===== src/rtl/fp_add_pkg.sv =====
// Shared constants and the stage-1 record type for the floating-point adder.
package fp_add_pkg;

  localparam int unsigned EXP_W   = 8;
  localparam int unsigned MANT_W  = 23;
  localparam int unsigned EXP_MAX = 255;

  // Bit positions within out_flags.
  localparam int unsigned FLAG_OVF  = 2;
  localparam int unsigned FLAG_UNF  = 1;
  localparam int unsigned FLAG_ZERO = 0;

  typedef struct packed {
    logic        sign;
    logic [8:0]  exp;
    logic [23:0] mant;
    logic [4:0]  lz;
    logic        nz;
  } s1_rec_t;

endpackage


===== src/rtl/priority_enc.sv =====
// 24-bit leading-one encoder: decoded is the number of zeros above the highest set bit.
module priority_enc (
  input  logic [23:0] in_vec,
  output logic [4:0]  decoded,
  output logic        triggered
);

  always_comb begin
    decoded   = 5'd0;
    triggered = |in_vec;
    // Scan upward so the highest set bit is the last to write.
    for (int unsigned i = 0; i < 24; i++) begin
      if (in_vec[i]) decoded = 5'(23 - i);
    end
  end

endmodule


===== src/rtl/fp_add_normalize.sv =====
// Post-add normalization: strips the carry, left-justifies via priority_enc and packs the
// IEEE-754 single result through a two-stage valid/ready pipeline.
module fp_add_normalize #(
  parameter int unsigned EXP_W  = fp_add_pkg::EXP_W,
  parameter int unsigned MANT_W = fp_add_pkg::MANT_W
) (
  input  logic                    clk,
  input  logic                    reset_n,
  input  logic                    in_valid,
  output logic                    in_ready,
  input  logic                    in_sign,
  input  logic [EXP_W-1:0]        in_exp,
  input  logic [MANT_W+1:0]       in_mant,
  output logic                    out_valid,
  input  logic                    out_ready,
  output logic [EXP_W+MANT_W:0]   out_result,
  output logic [2:0]              out_flags
);

  import fp_add_pkg::*;

  logic adv1, adv2;
  logic s1_valid_q, s1_valid_d;
  logic s2_valid_q, s2_valid_d;
  s1_rec_t s1_q, s1_d;
  logic [EXP_W+MANT_W:0] result_q, result_d;
  logic [2:0] flags_q, flags_d;

  logic [MANT_W:0] m1;
  logic [EXP_W:0]  e1;
  logic [4:0]      enc_lz;
  logic            enc_nz;

  assign adv2     = ~s2_valid_q | out_ready;
  assign adv1     = ~s1_valid_q | adv2;
  assign in_ready = adv1;

  always_comb begin
    if (in_mant[MANT_W+1]) begin
      m1 = in_mant[MANT_W+1:1];
      e1 = {1'b0, in_exp} + 9'd1;
    end else begin
      m1 = in_mant[MANT_W:0];
      e1 = {1'b0, in_exp};
    end
  end

  priority_enc u_priority_enc (
    .in_vec    (m1),
    .decoded   (enc_lz),
    .triggered (enc_nz)
  );

  always_comb begin
    s1_valid_d = s1_valid_q;
    s1_d       = s1_q;
    if (adv1) begin
      s1_valid_d = in_valid;
      s1_d       = '{sign: in_sign, exp: e1, mant: m1, lz: enc_lz, nz: enc_nz};
    end
  end

  always_comb begin
    s2_valid_d = s2_valid_q;
    result_d   = result_q;
    flags_d    = flags_q;
    if (adv2) begin
      s2_valid_d = s1_valid_q;
      flags_d    = 3'b000;
      if (!s1_q.nz) begin
        result_d            = '0;
        flags_d[FLAG_ZERO]  = 1'b1;
      end else if (s1_q.exp >= 9'(EXP_MAX)) begin
        result_d            = {s1_q.sign, 8'hFF, 23'h0};
        flags_d[FLAG_OVF]   = 1'b1;
      end else if (s1_q.exp <= {4'b0, s1_q.lz}) begin
        // No denormals: anything that would need one is flushed to signed zero.
        result_d            = {s1_q.sign, 31'h0};
        flags_d[FLAG_UNF]   = 1'b1;
      end else begin
        result_d = {s1_q.sign, 8'(s1_q.exp - {4'b0, s1_q.lz}), 23'(s1_q.mant << s1_q.lz)};
      end
    end
  end

  always_ff @(posedge clk or negedge reset_n) begin
    if (!reset_n) begin
      s1_valid_q <= 1'b0;
      s2_valid_q <= 1'b0;
      s1_q       <= '0;
      result_q   <= '0;
      flags_q    <= '0;
    end else begin
      s1_valid_q <= s1_valid_d;
      s2_valid_q <= s2_valid_d;
      s1_q       <= s1_d;
      result_q   <= result_d;
      flags_q    <= flags_d;
    end
  end

  assign out_valid  = s2_valid_q;
  assign out_result = result_q;
  assign out_flags  = flags_q;

endmodule


===== config.mk =====
export PLATFORM = sky130hd
export DESIGN_NAME = fp_add_normalize
export DESIGN_NICKNAME = d
export VERILOG_FILES = /design/src/rtl/fp_add_pkg.sv /design/src/rtl/priority_enc.sv /design/src/rtl/fp_add_normalize.sv
export SDC_FILE = /design/constraint.sdc
export NUM_CORES = 1
export LEC_CHECK = 0
export ABC_AREA = 1
export CORE_ASPECT_RATIO = 1.1
export CORE_MARGIN = 3
export CORE_UTILIZATION = 55
export DETAILED_ROUTE_END_ITERATION = 16
export PLACE_DENSITY = 0.91
export SETUP_SLACK_MARGIN = 0.5
export SLEW_MARGIN = 15
export SYNTH_ARGS = -nofsm -noshare
export SYNTH_HDL_FRONTEND = slang
export SYNTH_HIERARCHICAL = 1
export SYNTH_SLANG_ARGS = --single-unit

===== constraint.sdc =====
create_clock -name clk -period 2.8 [get_ports clk]
set_input_delay 0.56 -clock clk [delete_from_list [all_inputs] [get_ports clk]]
set_output_delay 0.56 -clock clk [all_outputs]
set_load 0.01 [all_outputs]

==> metrics.txt <==
status=completed; Peak Freq=around 0.45 GHz; die height=about 110 um; GRT Util Overall=0.257; synthesized netlist cell count=759; Sequential Power Share=0.395; Psw=1.22 mW; CP Max Fanout=5; Pint=2.33 mW; Yosys Warn Count=6; final worst slack=just under 0.6 ns; largest family of logic cells by synthesized area=simple AND/OR/NAND/NOR gates; CP Capture Type=flip-flop; Initial Util=0.583; final setup violation count=0; num rows=35; first-pass GRT wire length=around 22000 um; worst skew pair latency=about 0.35 ns; most common cell after layout, fill and taps aside=nand2_1; largest net degree at the start of global routing=71; Worst EP required=3.08 ns; period utilization=0.792; initial antenna violation count=0; Worst Setup Start Kind=primary input; Synth Area in Simple Gates=0.439; hold_buf cts=0; CTS tree=done; ranking of synthesized cells by area=dfrtp_1 38%, nand2_1 23%, nand3_1 12%; port bufs=74; DP Wirelength=roughly 9800 um; Comb power frac=0.357; Core Util, Final=0.730; Placeable Area=approximately 8600 um2; max_slew headroom=0.561; complex-gate fraction of the synthesized area=0.0769; I/O pins=75; clock root cell=clkbuf_8; layout cells sized above 1=0.0873; max-cap violations=0; xor/xnor share of the synthesized area=0.0105; proportion of synthesized area in mux cells=0; vias per cell=5.73; drt total wl=around 14000 um; commonest non-fill, non-tap cells in the layout=300 x nand2_1, 124 x nand3_1, 76 x dfrtp_1; fin crit period=2.22 ns; post-route ant nets=0; DR DRC count=0; cell area after placement=between 5000 and 6000 um2; syn nets=804; DIE WIDTH=97.1 um; Reg clk slew, reported paths=0.08 ns; cell taking the most area after synthesis=dfrtp_1; final net count=890; unrepaired setup endpoints after global routing=yes; pre-CTS setup slack=-0.124 ns; cts bufs inserted=9; Hold Crit Class=in -> async; detailed-route via count=5492; DRT iter0 DRCs=498; design area=around 6300 um2; Worst VDD drop=0.000264 V; Sw Ratio=0.344; global placer's final weighted congestion=0.922; die area=10300 um2; H-tree depth=3; Worst-Margin Slew=approximately 0.66 ns; final hold vios=0; Arr. time, crit path=roughly 2.5 ns; fin. max-slew vios=0; clock power share=0.248; antenna cells=0; area growth from synthesis to layout=25.3%; pwr dens=~560 nW/um2; Mapped Area=5030 um2; FILL cells=679; adder-cell share of the synthesized area=0.0189; Seq/Total Area, Yosys=0.378; CTS max path bufs=2; share of the synthesized area in the top cell type=0.378; Congestion Overflow GR=0; Routed WL per cell=14.5 um; Synth Area per Inst=6.62 um2; critical path type=in -> reg; vias in the first global route=between 4000 and 5000; Yosys cell types=36; hold_ws=0.309 ns; CTS Sinks=76; clk_skew=0.0108 ns; Leakage=3.26 nW; flops & latches, synth=76; DR pass1 iterations=6
==> stage by stage <==
stage	setup TNS, ns	power, mW	instances
2_1_floorplan	0	2.13	759
3_3_place_gp	-0.0378	2.60	934
3_5_place_dp	-0.211	2.65	934
4_1_cts	0	3.53	949
5_1_grt	0	3.78	959
6_report	0	3.55	959
==> area by class of cell <==
cell class	instances	area (um2)	area share
Multi-Input combinational cell	597	2760	0.438
Sequential cell	76	1900	0.302
Timing Repair Buffer	107	1080	0.171
Inverter	54	216	0.0344
Tap cell	111	139	0.0221
Clock buffer	9	124	0.0197
Clock inverter	5	78.8	0.0125
==> flip-flops by register name, indices dropped and copies added (netlist names) <==
signal / count
out_flags: 3
out_result: 32
out_valid: 1
s1_q: 39
s1_valid_q: 1
==> final timing paths <==
kind / from / endpoint / slack (ns) / cells past startpoint
worst max-delay path: in_mant[24] / s1_q[3] / 0.58 / 14
worst min-delay path: reset_n / s1_q[7] / 0.31 / 2
worst max register to register: s1_q[5] / out_result[22] / 0.74 / 10
worst min register to register: out_result[14] / out_result[14] / 0.48 / 2
max in group asynchronous: reset_n / out_result[17] / 1.70 / 3
min in group clk: out_result[14] / out_result[14] / 0.48 / 2
==> repair_timing <==
| item | in CTS | in global routing |
|---|---|---|
| hold endpoints to repair | 0 | 0 |
| pin swaps | 1 | 12 |
| setup endpoints to repair | 3 | 29 |
| resized for setup | 3 | 24 |
| buffers inserted | 1 | 8 |
| gates cloned | 0 | 2 |
==> kinds of logic after synthesis <==
family / Yosys count
xor gates and xnor gates: 6
DFF: 76
AOI/OAI and AO/OA: 68
adders and majority gates: 7
buffers and inverters: 86
and+or+nand+nor: 516
==> power by group through the flow <==
stage / registers [mW] / clock network (mW) / logic (mW)
6_report: 1.40 / 0.881 / 1.27
5_1_grt: 1.43 / 0.944 / 1.41
4_1_cts: 1.40 / 0.892 / 1.23
3_5_place_dp: 1.42 / 0 / 1.22
3_3_place_gp: 1.41 / 0 / 1.19
2_1_floorplan: 1.46 / 0 / 0.666
==> synth_stat cells (all sizes together) <==
master and n:
o22ai 2, dfrtp 76, o21ai 25, clkinv 3, clkbuf 12, a211oi 1, xor2 5, o21bai 2
nand2 307, buf 20, fa 1, ha 6, nor2 70, or2 1, xnor2 1, nor3 4
nand3b 2, inv 51, a31oi 23, nand3 125, nor4 2, a21oi 14, o311ai 1, nand4 5
==> worst max-delay path, cell delays in order <==
cell and delay, ns:
buf_6 0.10, inv_6 0.04, buf_12 0.12, clkbuf_16 0.15, buf_4 0.13, nand2_1 0.13, nand2_1 0.10, nor4_1 0.49
a21oi_1 0.17, nor2_1 0.16, nor2_1 0.08, nor2_1 0.10, nand2_1 0.07, o21ai_1 0.10
==> layer usage <==
| metal | wire (um) | global-route usage | up-vias |
|---|---|---|---|
| li1 | - | - | 2647 |
| met1 | 5780 | 0.339 | 2513 |
| met2 | 6660 | 0.430 | 276 |
| met3 | 986 | 0.0361 | 56 |
| met4 | 514 | 0.0963 | 0 |
| met5 | 0 | 0 | - |
Power figures use the tool's default switching activity.
